$ cat config.mk
export PLATFORM = sky130hd
export DESIGN_NAME = if_fetch_unit
export DESIGN_NICKNAME = d
export VERILOG_FILES = /design/src/rtl/if_fetch_unit.sv
export SDC_FILE = /design/constraint.sdc
export NUM_CORES = 1
export LEC_CHECK = 0
export ABC_AREA = 1
export CORE_ASPECT_RATIO = 2
export CORE_MARGIN = 2
export CORE_UTILIZATION = 51
export DETAILED_ROUTE_END_ITERATION = 12
export DONT_BUFFER_PORTS = 1
export PLACE_DENSITY = 0.78
export RECOVER_POWER = 50
export REMOVE_ABC_BUFFERS = 1
export SLEW_MARGIN = 20
export SYNTH_ARGS = -nofsm -noshare
export SYNTH_HDL_FRONTEND = slang
export SYNTH_SLANG_ARGS = --single-unit
$ cat constraint.sdc
create_clock -name p_clk -period 15.68 [get_ports p_clk]
set_clock_uncertainty 0.2 [all_clocks]
set_input_delay 1.568 -clock p_clk [delete_from_list [all_inputs] [get_ports p_clk]]
set_output_delay 1.568 -clock p_clk [all_outputs]
set_load 0.005 [all_outputs]
$ cat src/rtl/if_fetch_unit.sv
`default_nettype none
// ============================================================================
// if_fetch_unit : PC owner, in-order I-mem fetch, credit-limited instr FIFO
// Revision      : 1.0
// ============================================================================
module if_fetch_unit #(
  parameter int unsigned          PC_WIDTH    = 64,
  parameter int unsigned          INSTR_WIDTH = 32,
  parameter logic [PC_WIDTH-1:0]  RESET_PC    = '0,
  parameter int unsigned          DEPTH       = 4
) (
  input  logic                   p_clk,
  input  logic                   p_reset_l,
  output logic                   p_IMEM_ReqValid,
  output logic [PC_WIDTH-1:0]    p_IMEM_ReqAddr,
  input  logic                   p_IMEM_ReqReady,
  input  logic                   p_IMEM_RespValid,
  input  logic [INSTR_WIDTH-1:0] p_IMEM_RespData,
  input  logic                   p_Redirect,
  input  logic [PC_WIDTH-1:0]    p_RedirectPC,
  input  logic                   p_ID_Stall,
  output logic [INSTR_WIDTH-1:0] p_ID_IN_Instruction,
  output logic [PC_WIDTH-1:0]    p_IF_PC,
  output logic                   p_IF_Valid
);

  localparam int unsigned         CW      = $clog2(DEPTH + 1);
  localparam int unsigned         AW      = $clog2(DEPTH);
  localparam logic [CW:0]         DEPTH_C = (CW + 1)'(DEPTH);
  localparam logic [CW-1:0]       FULL_C  = CW'(DEPTH);
  localparam logic [CW-1:0]       CNT_ONE = CW'(1);
  localparam logic [AW-1:0]       PTR_ONE = AW'(1);
  localparam logic [PC_WIDTH-1:0] PC_STEP = PC_WIDTH'(4);

  logic [PC_WIDTH-1:0]    pc_q, pc_d;
  logic [PC_WIDTH-1:0]    rsp_pc_q, rsp_pc_d;
  logic [CW-1:0]          inflight_q, inflight_d;
  logic [CW-1:0]          drop_q, drop_d;
  logic [CW-1:0]          count_q, count_d;
  logic [AW-1:0]          rd_ptr_q, rd_ptr_d;
  logic [AW-1:0]          wr_ptr_q, wr_ptr_d;
  logic [INSTR_WIDTH-1:0] instr_mem_q [DEPTH];
  logic [PC_WIDTH-1:0]    pc_mem_q    [DEPTH];

  logic                   req_valid;
  logic                   req_fire;
  logic                   push;
  logic                   pop;
  logic                   fifo_empty;
  logic                   fifo_full;
  logic [PC_WIDTH-1:0]    redirect_pc;
  logic                   unused_redirect_lsbs;

  assign redirect_pc          = {p_RedirectPC[PC_WIDTH-1:2], 2'b00};
  assign unused_redirect_lsbs = ^p_RedirectPC[1:0];
  assign fifo_empty           = (count_q == '0);
  assign fifo_full            = (count_q == FULL_C);

  // Credit: buffered + outstanding words never exceed the FIFO size, so a
  // returning word always has a slot.
  assign req_valid = p_reset_l && !p_Redirect &&
                     (({1'b0, count_q} + {1'b0, inflight_q}) < DEPTH_C);
  assign req_fire  = req_valid && p_IMEM_ReqReady;
  assign push      = p_IMEM_RespValid && (drop_q == '0) && !p_Redirect;
  assign pop       = !fifo_empty && !p_ID_Stall && !p_Redirect;

  always_comb begin
    pc_d       = pc_q;
    rsp_pc_d   = rsp_pc_q;
    inflight_d = inflight_q;
    drop_d     = drop_q;
    count_d    = count_q;
    rd_ptr_d   = rd_ptr_q;
    wr_ptr_d   = wr_ptr_q;

    if (req_fire) begin
      pc_d       = pc_q + PC_STEP;
      inflight_d = inflight_d + CNT_ONE;
    end
    if (p_IMEM_RespValid) begin
      inflight_d = inflight_d - CNT_ONE;
      if (drop_q != '0) drop_d = drop_q - CNT_ONE;
    end
    if (push) begin
      wr_ptr_d = wr_ptr_q + PTR_ONE;
      rsp_pc_d = rsp_pc_q + PC_STEP;
    end
    if (pop) rd_ptr_d = rd_ptr_q + PTR_ONE;

    case ({push, pop})
      2'b10:   count_d = count_q + CNT_ONE;
      2'b01:   count_d = count_q - CNT_ONE;
      default: count_d = count_q;
    endcase

    // Every word still outstanding after this edge belongs to an old path.
    if (p_Redirect) begin
      pc_d     = redirect_pc;
      rsp_pc_d = redirect_pc;
      drop_d   = inflight_d;
      count_d  = '0;
      rd_ptr_d = '0;
      wr_ptr_d = '0;
    end
  end

  always_ff @(posedge p_clk or negedge p_reset_l) begin
    if (!p_reset_l) begin
      pc_q       <= RESET_PC;
      rsp_pc_q   <= RESET_PC;
      inflight_q <= '0;
      drop_q     <= '0;
      count_q    <= '0;
      rd_ptr_q   <= '0;
      wr_ptr_q   <= '0;
    end else begin
      pc_q       <= pc_d;
      rsp_pc_q   <= rsp_pc_d;
      inflight_q <= inflight_d;
      drop_q     <= drop_d;
      count_q    <= count_d;
      rd_ptr_q   <= rd_ptr_d;
      wr_ptr_q   <= wr_ptr_d;
    end
  end

  always_ff @(posedge p_clk) begin
    if (push) begin
      instr_mem_q[wr_ptr_q] <= p_IMEM_RespData;
      pc_mem_q[wr_ptr_q]    <= rsp_pc_q;
    end
  end

  assign p_IMEM_ReqValid     = req_valid;
  assign p_IMEM_ReqAddr      = p_reset_l ? pc_q : '0;
  assign p_IF_Valid          = !fifo_empty;
  assign p_ID_IN_Instruction = fifo_empty ? '0 : instr_mem_q[rd_ptr_q];
  assign p_IF_PC             = fifo_empty ? '0 : pc_mem_q[rd_ptr_q];

  a_no_push_full: assert property (@(posedge p_clk) disable iff (!p_reset_l)
    push |-> !fifo_full);
  a_no_orphan_resp: assert property (@(posedge p_clk) disable iff (!p_reset_l)
    p_IMEM_RespValid |-> (inflight_q != '0));

endmodule
`default_nettype wire

After elaboration in Yosys (flattened, before gate mapping)
Memories as Yosys holds them, arrays and structs flattened.
Index checks and enable logic that the tools add are counted.
- bits in registers: 141
- RAM bits: 384
- output and inout bits: 162
- word-level logic and storage cells: 62
- memories: 2
- add/sub/neg operators: 10
- eq/ne operators: 2
- mux-type cells: 20
- reductions and logical operators: 20
- magnitude comparators: 1
- memory list (memory ; depth ; width ; read ports ; clocked after memory_dff ; write ports ; RTL line ; RTL):
    pc_mem_q ; 4 ; 64 ; 1 ; 0 ; 1 ; 43 ; logic [PC_WIDTH-1:0] pc_mem_q [DEPTH];
    instr_mem_q ; 4 ; 32 ; 1 ; 0 ; 1 ; 42 ; logic [INSTR_WIDTH-1:0] instr_mem_q [DEPTH];
- operators with widths (cell ; count):
    64-bit 2-to-1 mux ; 6
    64-bit by 3-bit adder with 64-bit output, second input constant ; 2
    32-bit 2-to-1 mux ; 1
    3-bit 2-to-1 mux ; 6
    2-bit nonzero test ; 5
    3-bit by 1-bit subtractor with 3-bit output, second input constant ; 3
    2-bit 2-to-1 mux ; 4
    1-bit logical AND ; 7
    3-bit by 1-bit adder with 3-bit output, second input constant ; 2
    3-bit logical NOT ; 2
    3-bit one-hot mux with 2 select lines ; 1
    3-bit nonzero test ; 2
    2-bit by 1-bit adder with 2-bit output, second input constant ; 2
    3-bit by 3-bit adder with 4-bit output ; 1
    4-bit by 3-bit less-than comparator with 1-bit output, second input constant ; 1
    1-bit logical NOT ; 3
    2-bit by 1-bit equality test with 1-bit output, second input constant ; 1
    2-bit equality test, second input constant ; 1
    1-bit 2-to-1 mux ; 2
    2-bit AND reduction ; 1

Logic depth before layout (Yosys ltp)
Gate-level depths: netlist of run 1.
- depth in word-level cells: 8
- mapped depth: 14

Worst setup path before layout of run 1
No wires, ideal clock.
- path kind: input port to flip-flop
- start: input p_IMEM_RespValid
- end: memory instr_mem_q[0][0], enable pin
- data arrival time: 6042 ps
- slack: 8890 ps
- stages: 5
- required time: 14932 ps
- setup time: 548 ps
- path through: inv_1 > nor2_4 > nand2_1 > clkbuf_1 > nor2_1
- cells in the longest elaborated chain, start to end: 4
- RTL lines (what ; RTL line ; RTL):
    start, declared ; 17 ; input logic p_IMEM_RespValid,
    1-bit logical AND (2 in a row) ; 64 ; assign push = p_IMEM_RespValid && (drop_q == '0) && !p_Redirect;
    1-bit 2-to-1 mux ; 128 ; if (push) begin
    1-bit 2-to-1 mux (not written as such) ; 129 ; instr_mem_q[wr_ptr_q] <= p_IMEM_RespData;
    end, declared ; 42 ;
Every way passes these cells.

Worst setup path in the final report of run 1
- start: register rd_ptr_q[0]
- end: output p_IF_PC[14]
- cells in the longest elaborated chain, start to end: 2
- RTL lines (what ; RTL line ; RTL):
    start, declared ; 40 ; logic [AW-1:0] rd_ptr_q, rd_ptr_d;
    start signal, assigned ; 122 ; rd_ptr_q <= rd_ptr_d;
    memory read 4 x 64 bit ; n/a ;
    64-bit 2-to-1 mux ; 138 ; assign p_IF_PC = fifo_empty ? '0 : pc_mem_q[rd_ptr_q];
    end, declared ; 23 ; output logic [PC_WIDTH-1:0] p_IF_PC,
Every way passes these cells.

==> impl_summary.log, run 1 <==
[metrics] outcome: finished with violations
[metrics] failing checks: capacitance limit, slew limit
[metrics] number of enable-type register cells in the synthesized netlist: around 380
[metrics] kind of critical path: register to primary output
[metrics] basic-gate share of the synthesized area counting and, or, nand and nor cells: a little under a quarter
[metrics] initial DRC count: 1689
[metrics] top cells by area in the synthesized netlist: sky130_fd_sc_hd__edfxtp_1 (45%), sky130_fd_sc_hd__dfrtp_1 (14%), sky130_fd_sc_hd__nand2_1 (10%)
[metrics] drt drc: 0
[metrics] warnings from Yosys: 0
[metrics] startpoint class of the critical path: register
[metrics] count of non-filler cells in the finished layout: 3474
[metrics] number of global-route vias before repair: slightly below 20000
[metrics] number of setup violations in the final report: 0
[metrics] post-route minimum period: roughly 8.5 ns
[metrics] cell accounting for the most synthesized area: sky130_fd_sc_hd__edfxtp_1
[metrics] arithmetic-cell share of the synthesized area counting full adders, half adders and majority gates: less than 1%
[metrics] start of the worst register-to-register path: rd_ptr_q[0]
[metrics] instance count of the mapped netlist: between 2000 and 3000
[metrics] share of the cycle needed by the critical path after routing: between 50 and 60%
[metrics] CP max FO: around 110
[metrics] synthesis-to-layout area growth: 7.61%
[metrics] wire length of the first global-routing pass: approximately 110000 um
[metrics] via count: just under 20000
[metrics] Synth Cell Area: ~25000 um2
[metrics] portion of netlist area occupied by mux cells: less than 1%
[metrics] number of antenna violations at the first check in global routing: 3
[metrics] share of cells above drive strength 1: approximately 4.1%
[metrics] critical hold path startpoint: drop_q[0]
[metrics] site row count: 114
[metrics] total track usage: 29.8%
[metrics] cts bufs inserted: 44
[metrics] chip width: ~160 um
[metrics] Setup WS post-layout: around 7 ns
[metrics] worst slew pin tran: 4.03 ns
[metrics] synthesized flop and latch total: between 500 and 600
[metrics] RSZ-0062 raised after global routing: false
[metrics] worst vdd ir: ~0.000092 V
[metrics] commonest register cell after synthesis: sky130_fd_sc_hd__edfxtp_1
[metrics] power per standard cell area: roughly 140 nW/um2
[metrics] CTS max path bufs: 3
[metrics] Core Region: 48400 um2
[metrics] max cap viols: 4
[metrics] data required time of the critical path: roughly 14 ns
[metrics] die area: approximately 50000 um2
[metrics] worst-case setup slack after placement: between 10 and 15 ns
[metrics] Reg clk slew, reported paths: about 0.07 ns
[metrics] Clock Root Buffer: sky130_fd_sc_hd__clkbuf_16
[metrics] Initial Util: approximately 52%
[metrics] FFs w/ async S/R, synth: a little over a quarter
[metrics] Relative slew margins: -169%
[metrics] commonest non-fill, non-tap cells in the layout: sky130_fd_sc_hd__nand2_1 (684), sky130_fd_sc_hd__nor2_1 (612), sky130_fd_sc_hd__edfxtp_1 (376)
[metrics] number of pins exceeding their max-slew limit in the final report: 275
[metrics] static leakage: ~10 nW
[metrics] die span in y: 317 um
[metrics] hold buffers post-CTS: 0
[metrics] Antenna Nets Post-Route: 0
[metrics] fmax: 117 MHz
[metrics] area share of the largest cell type after synthesis: about 45%
[metrics] count of clock tree sinks: between 500 and 600
[metrics] largest family of logic cells by synthesized area: simple AND/OR/NAND/NOR gates
[metrics] Crit. End Element: primary output
[metrics] worst hold slack across all endpoints: just under 0.4 ns
[metrics] PortBufs: 0
[metrics] endpoint arrival time on the critical path: between 6 and 7 ns
[metrics] deepest level of the CTS H-tree: 2
[metrics] maximum number of pins on one net before global-route repair: between 200 and 250
[metrics] worst min-delay path class: register to register
[metrics] xor/xnor cell area share of the yosys netlist: roughly 2.6%
[metrics] weighted congestion at the end of routability-driven global placement: approximately 1.0
[metrics] DPL Wire Length: roughly 53000 um
[metrics] most common library cell in the layout ignoring fill and taps: sky130_fd_sc_hd__nand2_1
[metrics] TritonCTS clock tree: done
[metrics] Compound-Gate Fraction of Synth Area: under 10%
[metrics] post-CTS resize count: 0
[metrics] nets@finish: ~2900
[metrics] final routed wire length divided by cell count: between 20 and 25 um
[metrics] clk_lat worst skew: 0.59 ns
[metrics] timing startpoint of the critical path: rd_ptr_q[0]
[metrics] Synth Area per Inst: 8.77 um2
[metrics] number of setup buffers added after CTS: 0
[metrics] placed cells: 3392
[metrics] sequential-to-total area share from yosys stat: 58.8%
[metrics] number of top-level design ports: 264
[metrics] count of TritonRoute iterations in the first routing pass: 6
[metrics] wire length reported by the detailed router: between 70000 and 80000 um
[metrics] setup TNS after final layout: 0 ns
[metrics] GRT Residual Overflow: 0
[metrics] unique cell type count in the Yosys netlist: 39
[metrics] Final Hold Vio Count: 0
[metrics] Via density: approximately 5.7
## layout make-up
cell class	count	area (um2)
diodes	1	2.50
clock buffers	48	1140
clock inverters	33	352
fillers	4252	21400
inverters	238	896
multi-input cells	1990	8940
flip-flops and latches	513	14700
well taps	638	798
repair buffers	13	90.1
## registers in the layout, indices dropped and copies added (netlist names), 3 cells and up
name and flops:
count_q 3, drop_q 3, inflight_q 3, instr_mem_q 128
pc_mem_q 248, pc_q 62, rsp_pc_q 62
## stage by stage
step	utilization [%]	cell area, um2	power (W)
after global routing	55.7	26900	0.00380
after detailed placement	52.7	25500	0.00254
final	55.7	26900	0.00364
after CTS	55.8	27000	0.00366
after floorplan	-	24500	0.00225
after global placement	52.7	25500	0.00250
## worst max-delay path, stage by stage, from the launching register on
cell and delay (ns):
sky130_fd_sc_hd__dfrtp_4 0.53, sky130_fd_sc_hd__clkinvlp_2 1.45, sky130_fd_sc_hd__clkbuf_1 2.91, sky130_fd_sc_hd__o21ai_0 0.57, sky130_fd_sc_hd__a21oi_1 0.62
## cells in the mapped netlist, types with 2 or more instances
library cell                 n
sky130_fd_sc_hd__a21oi_1   108
sky130_fd_sc_hd__a31oi_1     2
sky130_fd_sc_hd__and2_1      5
sky130_fd_sc_hd__buf_1      20
sky130_fd_sc_hd__buf_2      24
sky130_fd_sc_hd__buf_4       7
sky130_fd_sc_hd__clkbuf_1   65
sky130_fd_sc_hd__dfrtp_1   137
sky130_fd_sc_hd__edfxtp_1  376
sky130_fd_sc_hd__ha_1       12
sky130_fd_sc_hd__inv_1     233
sky130_fd_sc_hd__inv_2       5
sky130_fd_sc_hd__nand2_1   681
sky130_fd_sc_hd__nand2_2     5
sky130_fd_sc_hd__nand3_1   132
sky130_fd_sc_hd__nand3b_1    7
sky130_fd_sc_hd__nand4_1    19
sky130_fd_sc_hd__nor2_1    613
sky130_fd_sc_hd__nor2_2     14
sky130_fd_sc_hd__nor2_4      4
sky130_fd_sc_hd__nor3_1     11
sky130_fd_sc_hd__nor3_2      3
sky130_fd_sc_hd__o211ai_1   16
sky130_fd_sc_hd__o211ai_2    2
sky130_fd_sc_hd__o21ai_0   255
sky130_fd_sc_hd__o21ai_1     9
sky130_fd_sc_hd__o21bai_1    7
sky130_fd_sc_hd__xnor2_1    31
sky130_fd_sc_hd__xor2_1     42
## power breakdown
part           internal [W]  leakage [nW]  switching, W
registers           0.00157          5.06      0.000155
logic              0.000216          4.66      0.000566
clock network      0.000618         0.701      0.000515
## metal layers
| layer | vias up | GRT usage, % | wire [um] | part of all wire, % |
|---|---|---|---|---|
| met4 | 4 | 19.8 | 5730 | 7.5 |
| met5 | - | 0 | 22 | 0.029 |
| met1 | 9432 | 31.5 | 26000 | 34 |
| met2 | 966 | 55.0 | 39900 | 52 |
| li1 | 9199 | - | - | - |
| met3 | 244 | 4.06 | 5120 | 6.7 |
## path summary, 6_finish.rpt
path	to	slack [ns]	cells past startpoint
hold / removal	drop_q[0]	0.40	4
setup / recovery	p_IF_PC[14]	7.15	4
min in group asynchronous	drop_q[2]	0.48	0
hold reg to reg	drop_q[0]	0.40	4
max in group asynchronous	rsp_pc_q[30]	14.34	0
setup reg to reg	rd_ptr_q[1]	9.51	5
## cells by family (layout without fill, tap and decap cells)
logic type | Yosys count | count (layout)
flops | 513 | 513
mux | 1 | 1
xor+xnor | 73 | 73
fa+ha+maj | 13 | 13
other cells | 1 | 5
simple gates | 1496 | 1496
compound gates | 403 | 403
buf+inv | 355 | 332
(Power assumes the default switching activity.)
==> inputs of run 2 (changes only) <==
clock period = 8.6 ns   (was 15.68 ns; I/O delays follow)
==> run 2 against run 1 <==
The flow still finishes with violations (capacitance limit, slew limit). Setup slack got worse by 4.5 ns. Sequential power grew 83%. Clock power grew 81%. Cell area grew 0.21%. Non-clock buffer count increased by 5. Critical path depth rose by 2. Via count decreased by 1.3%. Routed wire length fell by 0.12%. Power up 82%. Flip-flop and latch count stayed put. Worst hold slack worse by 0.32 ns. Die area unchanged. Largest power group unchanged. Highest routed layer is now met4.
==> impl_summary.log, run 2 (synthesis gave the netlist of run 1 again) <==
[metrics] Initial Util: 51.8% (unchanged)
[metrics] count of clock tree sinks: 513 (unchanged)
[metrics] net load switching power: 0.00224 W (+82%)
[metrics] number of pins exceeding their max-slew limit in the final report: 110 (-60%)
[metrics] DPL Wire Length: 52400 um (-0.89%)
[metrics] maximum number of pins on one net before global-route repair: 138 (-31%)
[metrics] count of TritonRoute iterations in the first routing pass: 6 (unchanged)
[metrics] number of global-route vias before repair: 19096 (-0.67%)
[metrics] CTS max path bufs: 3 (unchanged)
[metrics] clk_lat worst skew: 0.59 ns (about the same)
[metrics] chip width: 161 um (unchanged)
[metrics] clock network power share: 30.8% (-0.3 points)
[metrics] worst path bufs/invs: 2 (unchanged)
[metrics] die span in y: 317 um (unchanged)
[metrics] data required time of the critical path: 7.54 ns (-6.37 ns)
[metrics] most common library cell in the layout ignoring fill and taps: sky130_fd_sc_hd__nand2_1
[metrics] dominant delay contributor by cell family on the critical path: flip-flops
[metrics] TritonCTS clock tree: done
[metrics] Relative slew margins: -65.3% (+100 points)
[metrics] drt drc: 0 (unchanged)
[metrics] total track usage: 29.8% (+0.032 points)
[metrics] Via density: 5.63 (-1.5%)
[metrics] highest metal layer with signal wires: met4
[metrics] number of antenna violations at the first check in global routing: 1 (-2)
[metrics] number of top-level design ports: 264 (unchanged)
[metrics] share of cells above drive strength 1: 4.33% (+0.20 points)
[metrics] cts bufs inserted: 44 (unchanged)
[metrics] count of non-filler cells in the finished layout: 3480 (+0.17%)
[metrics] worst vdd ir: 0.000161 V (+75%)
[metrics] Met1 Wirelength: 26100 um (+0.21%)
[metrics] failing checks: capacitance limit, slew limit
[metrics] number of flip-flops under the largest register name: 248 (unchanged)
[metrics] number of setup buffers added after CTS: 0 (unchanged)
[metrics] outcome: finished with violations
[metrics] max cap viols: 2 (-2)
[metrics] largest register by flop count: pc_mem_q
[metrics] startpoint class of the critical path: register
[metrics] Clock Root Buffer: sky130_fd_sc_hd__clkbuf_16
[metrics] PortBufs: 0 (unchanged)
[metrics] commonest non-fill, non-tap cells in the layout: sky130_fd_sc_hd__nand2_1 (684), sky130_fd_sc_hd__nor2_1 (611), sky130_fd_sc_hd__edfxtp_1 (376)
[metrics] setup TNS after final layout: 0 ns (unchanged)
[metrics] GRT Residual Overflow: 0 (unchanged)
[metrics] via count: 19581 (-1.3%)
[metrics] cells traversed along the worst timing path: buf_4 -> buf_4 -> nor2_1 -> nor2_1 -> o21ai_0 -> a21oi_1
[metrics] post-CTS resize count: 0 (unchanged)
[metrics] hold buffers post-CTS: 1 (+1)
[metrics] Antenna Nets Post-Route: 0 (unchanged)
[metrics] worst hold slack across all endpoints: 0.0783 ns (-0.319 ns)
[metrics] share of the cycle needed by the critical path after routing: 68.8%
[metrics] RSZ-0062 raised after global routing: false
[metrics] routed length on met2: 39900 um (about the same)
[metrics] die area: 51000 um2 (unchanged)
[metrics] Core Region: 48400 um2 (unchanged)
[metrics] final routed wire length divided by cell count: 22.0 um (-0.29%)
[metrics] CP max FO: 67 (-38%)
[metrics] post-route minimum period: 5.92 ns
[metrics] number of setup violations in the final report: 0 (unchanged)
[metrics] crit path max-delay cell type: sky130_fd_sc_hd__dfrtp_1
[metrics] fmax: 169 MHz
[metrics] internal power of the cells: 0.00440 W (+83%)
[metrics] nets@finish: 2920 (+0.17%)
[metrics] WL met3: 5000 um (-2.3%)
[metrics] deepest level of the CTS H-tree: 2 (unchanged)
[metrics] longest individual stage delay on the worst path: 2.01 ns (-0.90 ns)
[metrics] wire length reported by the detailed router: 76700 um (-0.12%)
[metrics] Reg clk slew, reported paths: 0.07 ns (about the same)
[metrics] kind of critical path: register to primary output
[metrics] placed cells: 3396 (+0.12%)
[metrics] Top Registers: pc_mem_q: 248 flops, instr_mem_q: 128 flops
[metrics] final core utilization: 55.8% (+0.12 points)
[metrics] Crit. End Element: primary output
[metrics] initial DRC count: 1816 (+7.5%)
[metrics] switching fraction of total power: 33.8% (-0.16 points)
[metrics] synthesis-to-layout area growth: 7.84%
[metrics] wire length of the first global-routing pass: 113000 um (about the same)
[metrics] weighted congestion at the end of routability-driven global placement: 1.04 (-1.2%)
[metrics] Final Hold Vio Count: 0 (unchanged)
[metrics] portion of total power attributed to sequential cells: 47.7% (+0.3 points)
[metrics] Gate power share: 21.4% (about the same)
[metrics] worst slew pin tran: 2.48 ns (-1.55 ns)
[metrics] worst min-delay path class: input port to asynchronous set/reset pin
[metrics] power per standard cell area: 246 nW/um2 (+82%)
[metrics] site row count: 114 (unchanged)
[metrics] static leakage: 10.5 nW (+0.58%)
[metrics] endpoint arrival time on the critical path: 4.86 ns (-1.90 ns)
==> run 2: cell type report <==
cell class              count  area, um2
flip-flops and latches    513      14700
clock inverters            29        317
clock buffers              53       1160
inverters                 238        897
fillers                  4222      21400
diodes                      1       2.50
well taps                 638        798
multi-input cells        1990       8940
repair buffers             18        155
==> run 2: power groups by stage <==
stage / clock network [W] / logic (W) / registers [W]
2_1_floorplan: 0 / 0.000964 / 0.00313
3_3_place_gp: 0 / 0.00137 / 0.00320
3_5_place_dp: 0 / 0.00141 / 0.00321
4_1_cts: 0.00207 / 0.00144 / 0.00316
5_1_grt: 0.00215 / 0.00159 / 0.00319
6_report: 0.00205 / 0.00142 / 0.00317
==> run 2: worst paths after layout <==
path,depth (start not counted),slack [ns],end,from
max in group asynchronous,1,7.47,rsp_pc_q[53],p_reset_l
min in group p_clk,0,0.17,instr_mem_q[1][3],p_IMEM_RespData[3]
hold reg to reg,0,0.38,pc_mem_q[0][5],rsp_pc_q[5]
setup / recovery,6,2.68,p_ID_IN_Instruction[4],rd_ptr_q[0]
setup reg to reg,9,4.20,pc_q[21],count_q[1]
hold / removal,1,0.08,rsp_pc_q[5],p_reset_l
==> run 2: layer usage <==
metal	track usage, %	vias to the layer above
met5	0	-
met4	19.9	0
met3	3.93	208
met2	54.3	847
met1	32.3	9301
li1	-	9225
==> run 2: stage by stage <==
stage	instance area, um2	worst slack [ns]	total power (W)
final	27000	2.68	0.00664
after global placement	25500	4.06	0.00457
after floorplan	24500	1.89	0.00409
after CTS	27000	3.83	0.00667
after detailed placement	25500	4.08	0.00463
after global routing	27000	2.36	0.00693
==> inputs of run 3 (changes only) <==
clock period = 6 ns   (was 8.6 ns; I/O delays follow)
==> run 3 against run 2 <==
The flow still finishes with violations (capacitance limit, slew limit). Routed wire length up 1.9%. Clock power up 51%. Highest routed layer unchanged. Via count up 2.0%.
==> impl_summary.log, run 3 (synthesis gave the netlist of run 1 again) <==
[metrics] GRT Residual Overflow: 0 (unchanged)
[metrics] clock network power share: 31.8% (+1.0 points)
[metrics] static leakage: 10.7 nW (+2.1%)
[metrics] number of pins exceeding their max-slew limit in the final report: 42 (-62%)
[metrics] DPL Wire Length: 54000 um (+2.9%)
[metrics] count of TritonRoute iterations in the first routing pass: 6 (unchanged)
[metrics] worst flop-to-flop path endpoint: pc_q[39]
[metrics] drt drc: 0 (unchanged)
[metrics] power per standard cell area: 353 nW/um2 (+43%)
[metrics] most common library cell in the layout ignoring fill and taps: sky130_fd_sc_hd__nand2_1
[metrics] Reg clk slew, reported paths: 0.07 ns (about the same)
[metrics] chip width: 161 um (unchanged)
[metrics] die span in y: 317 um (unchanged)
[metrics] total track usage: 30.6% (+0.80 points)
[metrics] cts bufs inserted: 44 (unchanged)
[metrics] worst min-delay path class: input port to register
[metrics] startpoint class of the critical path: register
[metrics] RSZ-0062 raised after global routing: false
[metrics] Relative slew margins: -13.8% (+51 points)
[metrics] share of the cycle needed by the critical path after routing: between 70% and 80%
[metrics] net load switching power: 0.00324 W (+44%)
[metrics] share of cells above drive strength 1: 4.41% (+0.079 points)
[metrics] via count: 19978 (+2.0%)
[metrics] worst vdd ir: 0.000231 V (+43%)
[metrics] Clock Root Buffer: sky130_fd_sc_hd__clkbuf_16
[metrics] hold buffers post-CTS: 43 (+42)
[metrics] clk_lat worst skew: 0.58 ns (about the same)
[metrics] internal power of the cells: 0.00649 W (+48%)
[metrics] site row count: 114 (unchanged)
[metrics] count of clock tree sinks: 513 (unchanged)
[metrics] synthesis-to-layout area growth: 10.2%
[metrics] fill cell count: 4184 (-0.90%)
[metrics] worst slew pin tran: 1.70 ns (-0.777 ns)
[metrics] CP max FO: 32 (-52%)
[metrics] nets@finish: 2961 (+1.4%)
[metrics] deepest level of the CTS H-tree: 2 (unchanged)
[metrics] switching fraction of total power: 33.3% (-0.48 points)
[metrics] power after layout: 0.00973 W (+47%)
[metrics] data required time of the critical path: 6.24 ns (-1.30 ns)
[metrics] worst hold slack across all endpoints: 0.0221 ns (-0.0562 ns)
[metrics] portion of total power attributed to sequential cells: 47.1% (-0.6 points)
[metrics] register-to-register setup slack: 1.41 ns (-2.79 ns)
[metrics] initial DRC count: 1546 (-15%)
[metrics] Core Region: 48400 um2 (unchanged)
[metrics] capturing instance or port of the critical path: pc_q[39]
[metrics] largest register by flop count: pc_mem_q
[metrics] start of the worst register-to-register path: count_q[1]
[metrics] timing startpoint of the critical path: count_q[1]
[metrics] Final Hold Vio Count: 0 (unchanged)
[metrics] number of antenna violations at the first check in global routing: 1 (unchanged)
[metrics] Via density: 5.68 (+0.87%)
[metrics] failing checks: capacitance limit, slew limit
[metrics] outcome: finished with violations
[metrics] kind of critical path: register to register
[metrics] Top Registers: pc_mem_q: 248 flops, instr_mem_q: 128 flops
[metrics] TritonCTS clock tree: done
[metrics] number of setup buffers added after CTS: 0 (unchanged)
[metrics] fmax: approximately 220 MHz
[metrics] number of top-level design ports: 264 (unchanged)
[metrics] maximum number of pins on one net before global-route repair: 138 (unchanged)
[metrics] endpoint arrival time on the critical path: 4.83 ns (-0.03 ns)
[metrics] wire length reported by the detailed router: 78100 um (+1.9%)
[metrics] final routed wire length divided by cell count: 22.2 um (+0.74%)
[metrics] Antenna Nets Post-Route: 0 (unchanged)
[metrics] worst r2r path cells: 9 (unchanged)
[metrics] commonest non-fill, non-tap cells in the layout: sky130_fd_sc_hd__nand2_1 (684), sky130_fd_sc_hd__nor2_1 (611), sky130_fd_sc_hd__edfxtp_1 (376)
[metrics] number of flip-flops under the largest register name: 248 (unchanged)
[metrics] max cap viols: 1 (-1)
[metrics] weighted congestion at the end of routability-driven global placement: 1.02 (-1.4%)
[metrics] Setup WS post-layout: 1.41 ns (-1.27 ns)
[metrics] post-CTS resize count: 0 (unchanged)
[metrics] CTS max path bufs: 3 (unchanged)
[metrics] Crit. End Element: register
[metrics] PortBufs: 0 (unchanged)
[metrics] number of global-route vias before repair: 19829 (+3.8%)
[metrics] Gate power share: 21.1% (-0.3 points)
[metrics] die area: 51000 um2 (unchanged)
[metrics] final core utilization: 57.1% (+1.2 points)
[metrics] wire length of the first global-routing pass: 117000 um (+3.2%)
[metrics] number of setup violations in the final report: 0 (unchanged)
[metrics] worst-case setup slack after placement: 2.30 ns (-1.78 ns)
[metrics] post-route minimum period: about 4.6 ns
[metrics] Initial Util: 51.8% (unchanged)
==> run 3: worst min path at each step <==
stage,depth (start not counted),startpoint,slack [ns],to
2_1_floorplan,0,p_reset_l,0.10,count_q[0]
3_5_place_dp,0,p_reset_l,0.11,drop_q[0]
3_3_place_gp,0,p_reset_l,0.11,pc_q[7]
6_report,3,p_Redirect,0.02,rsp_pc_q[7]
4_1_cts,2,p_Redirect,0.003,rsp_pc_q[16]
5_1_grt,2,p_Redirect,0.02,rsp_pc_q[16]
==> run 3: power by group through the flow <==
stage                     Clock [W]  Combinational [W]  Sequential [W]
after floorplan                   0            0.00138         0.00449
after global placement            0            0.00194         0.00461
after CTS                   0.00313            0.00208         0.00456
after global routing        0.00325            0.00230         0.00461
final                       0.00309            0.00206         0.00458
after detailed placement          0            0.00201         0.00464
==> run 3: worst max-delay path, stage by stage (launching register included) <==
cell                       delay (ns)
sky130_fd_sc_hd__dfrtp_1         0.46
sky130_fd_sc_hd__ha_1            0.23
sky130_fd_sc_hd__nand3b_2        0.22
sky130_fd_sc_hd__nor2_1          0.40
sky130_fd_sc_hd__nand2_1         0.58
sky130_fd_sc_hd__nand2_1         1.25
sky130_fd_sc_hd__inv_2           0.70
sky130_fd_sc_hd__nand2_1         0.19
sky130_fd_sc_hd__nand2_1         0.06
sky130_fd_sc_hd__o21bai_1        0.15
==> run 3: cell type report <==
| class | instances | area (um2) | share of cell area [%] |
|---|---|---|---|
| clock inverter | 23 | 327 | 1.18 |
| inverter | 238 | 897 | 3.25 |
| antenna | 1 | 2.50 | 0.00907 |
| clock buffer | 58 | 1260 | 4.55 |
| tap | 638 | 798 | 2.89 |
| sequential | 513 | 14700 | 53.4 |
| multi-input combinational | 1990 | 8940 | 32.4 |
| timing repair buffer | 59 | 643 | 2.33 |
==> run 3: stage by stage <==
stage / setup TNS (ns) / cell area, um2 / instances
6_report: 0 / 27600 / 3520
5_1_grt: 0 / 27600 / 3520
4_1_cts: 0 / 27600 / 3519
3_5_place_dp: 0 / 25600 / 3395
3_3_place_gp: 0 / 25600 / 3394
2_1_floorplan: -42.70 / 24500 / 2741
==> run 3: routing by layer <==
| layer | share of wire (%) | GRT usage, % | up-vias |
|---|---|---|---|
| met1 | 34 | 32.4 | 9546 |
| met3 | 5.9 | 4.13 | 227 |
| met4 | 7.4 | 19.8 | 0 |
| met2 | 53 | 56.9 | 895 |
| li1 | - | - | 9310 |
| met5 | 0 | 0 | - |
